--- src/rtl/stream_arb_pkg.sv ---
// -----------------------------------------------------------------------------
// stream_arb_pkg
// Shared definitions for the stream round-robin arbiter:
//   - arb_state_e : packet-lock state (used when STREAM_ARB_PKT_LOCK_EN is set)
//   - DEF_*       : default parameter values for the arbiter top
//   - rr_next     : round-robin pointer successor with wrap at n-1 -> 0
// -----------------------------------------------------------------------------
package stream_arb_pkg;

  typedef enum logic [0:0] {
    ARB_IDLE   = 1'b0,
    ARB_LOCKED = 1'b1
  } arb_state_e;

  localparam int DEF_DATA_WIDTH = 32;
  localparam int DEF_NUM_REQ    = 4;

  // Successor of index g in a ring of n entries.
  function automatic int rr_next(input int g, input int n);
    return ((g + 1) >= n) ? 0 : (g + 1);
  endfunction

endpackage

--- src/rtl/stream_rr_arbiter_rr_pick.sv ---
// -----------------------------------------------------------------------------
// rr_pick
// Combinational round-robin selector: returns the first set bit of req at or
// after ptr, wrapping NUM_REQ-1 -> 0.
// Ports:
//   req         : request vector (one bit per requester)
//   ptr         : starting index for the search
//   grant       : selected index (0 when grant_valid is 0)
//   grant_valid : at least one request bit is set
// -----------------------------------------------------------------------------
module rr_pick #(
  parameter int NUM_REQ  = 4,
  parameter int ID_WIDTH = $clog2(NUM_REQ)
) (
  input  logic [NUM_REQ-1:0]  req,
  input  logic [ID_WIDTH-1:0] ptr,
  output logic [ID_WIDTH-1:0] grant,
  output logic                grant_valid
);

  // Scan NUM_REQ positions starting at ptr; the first hit wins.
  always_comb begin
    int  idx_s;
    logic hit_s;
    grant       = '0;
    grant_valid = 1'b0;
    idx_s       = 0;
    hit_s       = 1'b0;
    for (int k = 0; k < NUM_REQ; k++) begin
      idx_s       = int'(ptr) + k;
      idx_s       = (idx_s >= NUM_REQ) ? (idx_s - NUM_REQ) : idx_s;
      hit_s       = !grant_valid && req[idx_s];
      grant       = hit_s ? ID_WIDTH'(idx_s) : grant;
      grant_valid = grant_valid | hit_s;
    end
  end

endmodule

--- src/rtl/stream_rr_arbiter.sv ---
// -----------------------------------------------------------------------------
// stream_rr_arbiter
// NUM_REQ-to-1 valid/ready stream arbiter with round-robin fairness and a
// single registered output slice (full throughput, 1-cycle latency).
// Optional packet locking via macro STREAM_ARB_PKT_LOCK_EN: once a requester
// wins with in_last=0, it keeps the output until its beat with in_last=1.
// Ports:
//   clk, rst_n             : clock, asynchronous active-low reset
//   in_valid/in_ready      : per-requester handshake
//   in_data                : requester i at [i*DATA_WIDTH +: DATA_WIDTH]
//   in_last  (macro only)  : per-requester end-of-packet
//   out_valid/out_ready    : output handshake (out_valid registered)
//   out_data/out_id        : registered payload and source index
//   out_last (macro only)  : registered end-of-packet
// -----------------------------------------------------------------------------
module stream_rr_arbiter
  import stream_arb_pkg::*;
#(
  parameter int DATA_WIDTH = DEF_DATA_WIDTH,
  parameter int NUM_REQ    = DEF_NUM_REQ,
  localparam int ID_WIDTH  = $clog2(NUM_REQ)
) (
  input  logic                          clk,
  input  logic                          rst_n,
  input  logic [NUM_REQ-1:0]            in_valid,
`ifdef STREAM_ARB_PKT_LOCK_EN
  input  logic [NUM_REQ-1:0]            in_last,
`endif
  output logic [NUM_REQ-1:0]            in_ready,
  input  logic [NUM_REQ*DATA_WIDTH-1:0] in_data,
  output logic                          out_valid,
  input  logic                          out_ready,
  output logic [DATA_WIDTH-1:0]         out_data,
`ifdef STREAM_ARB_PKT_LOCK_EN
  output logic                          out_last,
`endif
  output logic [ID_WIDTH-1:0]           out_id
);

  logic [ID_WIDTH-1:0]   rr_ptr_r;
  logic [NUM_REQ-1:0]    eligible_s;
  logic [ID_WIDTH-1:0]   grant_s;
  logic                  grant_valid_s;
  logic                  can_load_s;
  logic                  xfer_s;
  logic                  release_s;
  logic [NUM_REQ-1:0]    in_ready_s;
  logic [DATA_WIDTH-1:0] sel_data_s;
  logic                  out_valid_r;
  logic [DATA_WIDTH-1:0] out_data_r;
  logic [ID_WIDTH-1:0]   out_id_r;

  assign can_load_s = !out_valid_r || out_ready;
  // The grant is always an eligible (valid) index, so a transfer is simply
  // "someone is granted and the slice can accept".
  assign xfer_s     = grant_valid_s && can_load_s;
  assign sel_data_s = in_data[int'(grant_s)*DATA_WIDTH +: DATA_WIDTH];

`ifdef STREAM_ARB_PKT_LOCK_EN
  arb_state_e          state_r, state_n_s;
  logic [ID_WIDTH-1:0] lock_id_r, lock_id_n_s;
  logic                out_last_r;

  // While locked only the owning requester may compete.
  assign eligible_s = (state_r == ARB_LOCKED)
                    ? (in_valid & ({{(NUM_REQ-1){1'b0}}, 1'b1} << lock_id_r))
                    : in_valid;

  // Lock FSM next state; the pointer is released only at packet end.
  always_comb begin
    state_n_s   = state_r;
    lock_id_n_s = lock_id_r;
    release_s   = 1'b0;
    case (state_r)
      ARB_IDLE: begin
        if (xfer_s && !in_last[grant_s]) begin
          state_n_s   = ARB_LOCKED;
          lock_id_n_s = grant_s;
        end else begin
          release_s   = xfer_s;
        end
      end
      ARB_LOCKED: begin
        if (xfer_s && in_last[lock_id_r]) begin
          state_n_s = ARB_IDLE;
          release_s = 1'b1;
        end else begin
          release_s = 1'b0;
        end
      end
      default: begin
        state_n_s = ARB_IDLE;
      end
    endcase
  end

  // Lock FSM state register.
  always_ff @(posedge clk or negedge rst_n) begin
    if (!rst_n) begin
      state_r   <= ARB_IDLE;
      lock_id_r <= '0;
    end else begin
      state_r   <= state_n_s;
      lock_id_r <= lock_id_n_s;
    end
  end

  // End-of-packet flag travels with the payload register.
  always_ff @(posedge clk or negedge rst_n) begin
    if (!rst_n) begin
      out_last_r <= 1'b0;
    end else if (xfer_s) begin
      out_last_r <= in_last[grant_s];
    end
  end

  assign out_last = out_last_r;
`else
  assign eligible_s = in_valid;
  assign release_s  = xfer_s;
`endif

  rr_pick #(
    .NUM_REQ  (NUM_REQ),
    .ID_WIDTH (ID_WIDTH)
  ) u_pick (
    .req         (eligible_s),
    .ptr         (rr_ptr_r),
    .grant       (grant_s),
    .grant_valid (grant_valid_s)
  );

  // One-hot ready toward the granted requester only when the slice can load.
  always_comb begin
    in_ready_s = '0;
    if (xfer_s) begin
      in_ready_s[grant_s] = 1'b1;
    end else begin
      in_ready_s = '0;
    end
  end

  assign in_ready = in_ready_s;

  // Round-robin pointer advances past the winner on each release.
  always_ff @(posedge clk or negedge rst_n) begin
    if (!rst_n) begin
      rr_ptr_r <= '0;
    end else if (release_s) begin
      rr_ptr_r <= ID_WIDTH'(rr_next(int'(grant_s), NUM_REQ));
    end
  end

  // Output register slice: load on transfer, drop when drained, else hold.
  always_ff @(posedge clk or negedge rst_n) begin
    if (!rst_n) begin
      out_valid_r <= 1'b0;
      out_data_r  <= '0;
      out_id_r    <= '0;
    end else if (xfer_s) begin
      out_valid_r <= 1'b1;
      out_data_r  <= sel_data_s;
      out_id_r    <= grant_s;
    end else if (out_ready) begin
      out_valid_r <= 1'b0;
    end
  end

  assign out_valid = out_valid_r;
  assign out_data  = out_data_r;
  assign out_id    = out_id_r;

endmodule
--- config.mk ---
export PLATFORM = sky130hd
export DESIGN_NAME = stream_rr_arbiter
export DESIGN_NICKNAME = d
export VERILOG_FILES = /design/src/rtl/stream_arb_pkg.sv /design/src/rtl/stream_rr_arbiter_rr_pick.sv /design/src/rtl/stream_rr_arbiter.sv
export SDC_FILE = /design/constraint.sdc
export NUM_CORES = 1
export LEC_CHECK = 0
export ABC_AREA = 1
export ABC_CLOCK_PERIOD_IN_PS = 2250
export BUFFER_PORTS_ARGS = -buffer_cell sky130_fd_sc_hd__clkbuf_2
export CORE_MARGIN = 10
export CORE_UTILIZATION = 37
export CTS_CLUSTER_SIZE = 30
export DETAILED_ROUTE_END_ITERATION = 8
export PLACE_DENSITY_LB_ADDON = 0.08
export SYNTH_ARGS = -nofsm -noshare
export SYNTH_HDL_FRONTEND = slang
export SYNTH_SLANG_ARGS = --single-unit
--- constraint.sdc ---
create_clock -name clk -period 2.25 [get_ports clk]
set_input_delay 0.3375 -clock clk [delete_from_list [all_inputs] [get_ports clk]]
set_output_delay 0.3375 -clock clk [all_outputs]
set_load 0.03 [all_outputs]
==> qor.yml <==
status:
  outcome: "finished, violations left"
  violations: "setup timing"
cts:
  cts_made_buffers: 5
  clkLatencyLatePin_ns: 0.29
  cts_htree_levels: 2
  clk_pin_slew_ns: 0.08
  clock-root-buffer: "clkbuf_8"
  cts.sinks: 37
  cts_max_path_buffers: 2
  cts_tree: "yes"
yosys:
  synth_edf_count: 0
  yosys-top-cells-count: "nand2_1, inv_1, nand3_1, nand4_1, dfrtp_1"
  ys_types: 20
  avgSynthCellArea_sq_um: 5.97
  synth-xor-area-share_pct: 0
  ys_seq_elements: 37
  synth.most_common_cell: "nand2_1"
  yosys.area_share.simple_pct: 43.1
  syn-num-nets: 661
  yosys_warnings: 0
  synth_top_family_by_area: "simple AND/OR/NAND/NOR gates"
  yosysSeqAreaShare_pct: 29.5
  synth_top_area_share_pct: 29.5
  synth.area.mux_share_pct: 0
  yosys.area.top_type: "dfrtp_1"
  ys_async_sr_fraction_pct: 100
  synth.area.top_cells: "dfrtp_1, nand2_1, inv_1"
  synth-adder-area-share_pct: 0.399
  syn_area_sq_um: 3130
  ys.flop_type: "dfrtp_1"
  synth_compound_area_share_pct: 6.75
  syn_inst: 525
drt:
  wirelength_um: 12100
  drc: 0
  via_count: 3903
  post_drt_wl_per_cell_um: 14.8
  antenna_left: 0
  vias_per_cell: 4.78
  dr.pass1.iters: 4
  drt_iter0_markers: 213
die:
  ios: 174
  initial_utilization_pct: 38.1
  row_count: 33
  die_h_um: 112
  coreArea_sq_um: 8220
  fp.dieW_um: 112
  dieArea_sq_um: 12600
layout:
  drive_above_1_share_pct: 38.5
  final_core_util_pct: 57.3
  final_nets: 847
  final_cells: 817
  antennaDiodeCount: 0
  area_delta_synth_final_pct: 50.1
worst_setup_path:
  critPathCaptureType: "output port"
  path_class: "reg2out"
  timing.rr.end: "out_data[25]"
  crit_fanout: 6
  worstSetupStartpointType: "register"
  r2r_slack_ns: 0.09
  rr_worst_depth: 15
  worstPathRequired_ns: 1.91
  endpoint: "in_ready[2]"
  critical_path_arrival_ns: 2.02
  rr_startpoint: "rr_ptr_r[0]"
  crit_path_start: "rr_ptr_r[0]"
grt:
  grt_overflow: 0
  grt_pass1_vias: 3947
  grt_first_pass_wirelength_um: 19000
  grt_use_total_pct: 17.6
  grt_start_max_net_pins: 43
  antenna_found_initial: 0
placement:
  dp.cells: 792
  dp_hpwl_um: 8890
  portBuffers: 173
  gp_congestion: 0.845
timing:
  finalSetupViolCount: 4
  fmax_ghz: 0.424
  period_minus_slack_ns: 2.36
  finalHoldViolCount: 0
  drv_slew: 0
  fin_ws_ns: -0.106
  rsz0062_at_grt: "yes"
  slew_headroom_pct: 70.7
  timing.setup.tns_ns: -0.338
  finalClockSkew_ns: 0.00455
  finalCritPeriodShare_pct: 105
  tightest_slew_ns: 0.439
flow_run:
  drv_cap: 0
min_path:
  worstHoldPathType: "in2reg"
power:
  power_density_nw_per_um2: 2010
  p_leak_nw: 2.92
  ir_drop_uv: 1020
  total_power_mw: 9.44
-- critical path: stages, from the launching register on --
cell and delay, ns:
dfrtp_2 0.45, clkinv_4 0.10, buf_6 0.12, nand2_2 0.05, nand2_2 0.06, nand2_2 0.06, nand2_2 0.06, nor2_4 0.14
nand3_2 0.11, nand3_2 0.13, ha_4 0.14, inv_2 0.03, nor2_2 0.09, clkbuf_8 0.17
-- flip-flops by register name (all words and copies together), names as in the netlist --
register and count:
out_id 2, out_data 32, out_valid 1, rr_ptr_r 2
-- report_power, final --
group / leakage (nW) / internal [mW] / switching [mW] / total [mW]
sequential: 0.444 / 1.06 / 0.224 / 1.28
clock: 0.0585 / 0.362 / 0.259 / 0.621
combinational: 2.42 / 2.85 / 4.69 / 7.54
-- layout make-up --
| type | instances | area, sq um |
|---|---|---|
| Sequential cell | 37 | 928 |
| Tap cell | 105 | 131 |
| Inverter | 116 | 445 |
| Fill cell | 828 | 3510 |
| Clock inverter | 1 | 30.0 |
| Timing Repair Buffer | 213 | 1290 |
| Multi-Input combinational cell | 338 | 1800 |
| Clock buffer | 7 | 86.3 |
-- repair_timing --
item | 4_1_cts | 5_1_grt
hold endpoints to repair | 15 | 0
resized for setup | 36 | 49
cloned | 0 | 2
pin swaps | 9 | 16
endpoints found under the setup margin | 17 | 17
setup buffers | 4 | 10
hold buffers | 1 | 0
-- cells by family (layout without fill, tap and decap cells) --
| family | after synthesis | in the layout |
|---|---|---|
| compound gates | 29 | 29 |
| flops | 37 | 37 |
| buf+inv | 150 | 337 |
| simple gates | 308 | 308 |
| fa+ha+maj | 1 | 1 |
-- per-stage QoR --
| stage | setup WS (ns) | hold WS, ns | cell area (sq um) |
|---|---|---|---|
| after CTS | -0.0737 | 0.297 | 4430 |
| after global placement | 0.0320 | 0.298 | 4150 |
| after detailed placement | -0.0191 | 0.300 | 4150 |
| final | -0.106 | 0.297 | 4710 |
| after floorplan | 0.0178 | 0.0419 | 3140 |
| after global routing | -0.235 | 0.310 | 4710 |
-- how the worst min path moves through the flow --
stage	startpoint	to	slack, ns	cells past startpoint
after floorplan	rst_n	out_data[0]	0.04	0
after global placement	rst_n	rr_ptr_r[0]	0.30	1
after detailed placement	rst_n	rr_ptr_r[0]	0.30	1
after CTS	in_data[127]	out_data[31]	0.30	3
after global routing	in_data[97]	out_data[1]	0.31	3
final	in_data[39]	out_data[7]	0.30	3
-- layout by cell type, fill, tap and decap left out, types with 2 or more instances in the layout --
| master | instances |
|---|---|
| nand2_1 | 175 |
| clkbuf_2 | 169 |
| inv_1 | 108 |
| nand3_1 | 51 |
| nand4_1 | 38 |
| dfrtp_1 | 35 |
| buf_4 | 28 |
| o211ai_1 | 26 |
| nand2_2 | 16 |
| clkbuf_8 | 8 |
| nand3_2 | 7 |
| buf_6 | 7 |
| nand2_4 | 6 |
| nor2_4 | 6 |
| inv_2 | 5 |
| nand3_4 | 4 |
| nor2_2 | 4 |
| buf_12 | 3 |
| inv_4 | 2 |
| o21ai_0 | 2 |
| buf_8 | 2 |
| dfrtp_2 | 2 |
-- per-layer routing --
metal | global-route usage [%] | share of wire (%) | up-vias
li1 | - | - | 1998
met1 | 20.8 | 41 | 1755
met2 | 29.7 | 49 | 132
met3 | 6.39 | 8.4 | 18
met4 | 4.23 | 1.7 | 0
met5 | 0 | 0 | -
No activity file was read; power rests on OpenSTA's default activity.
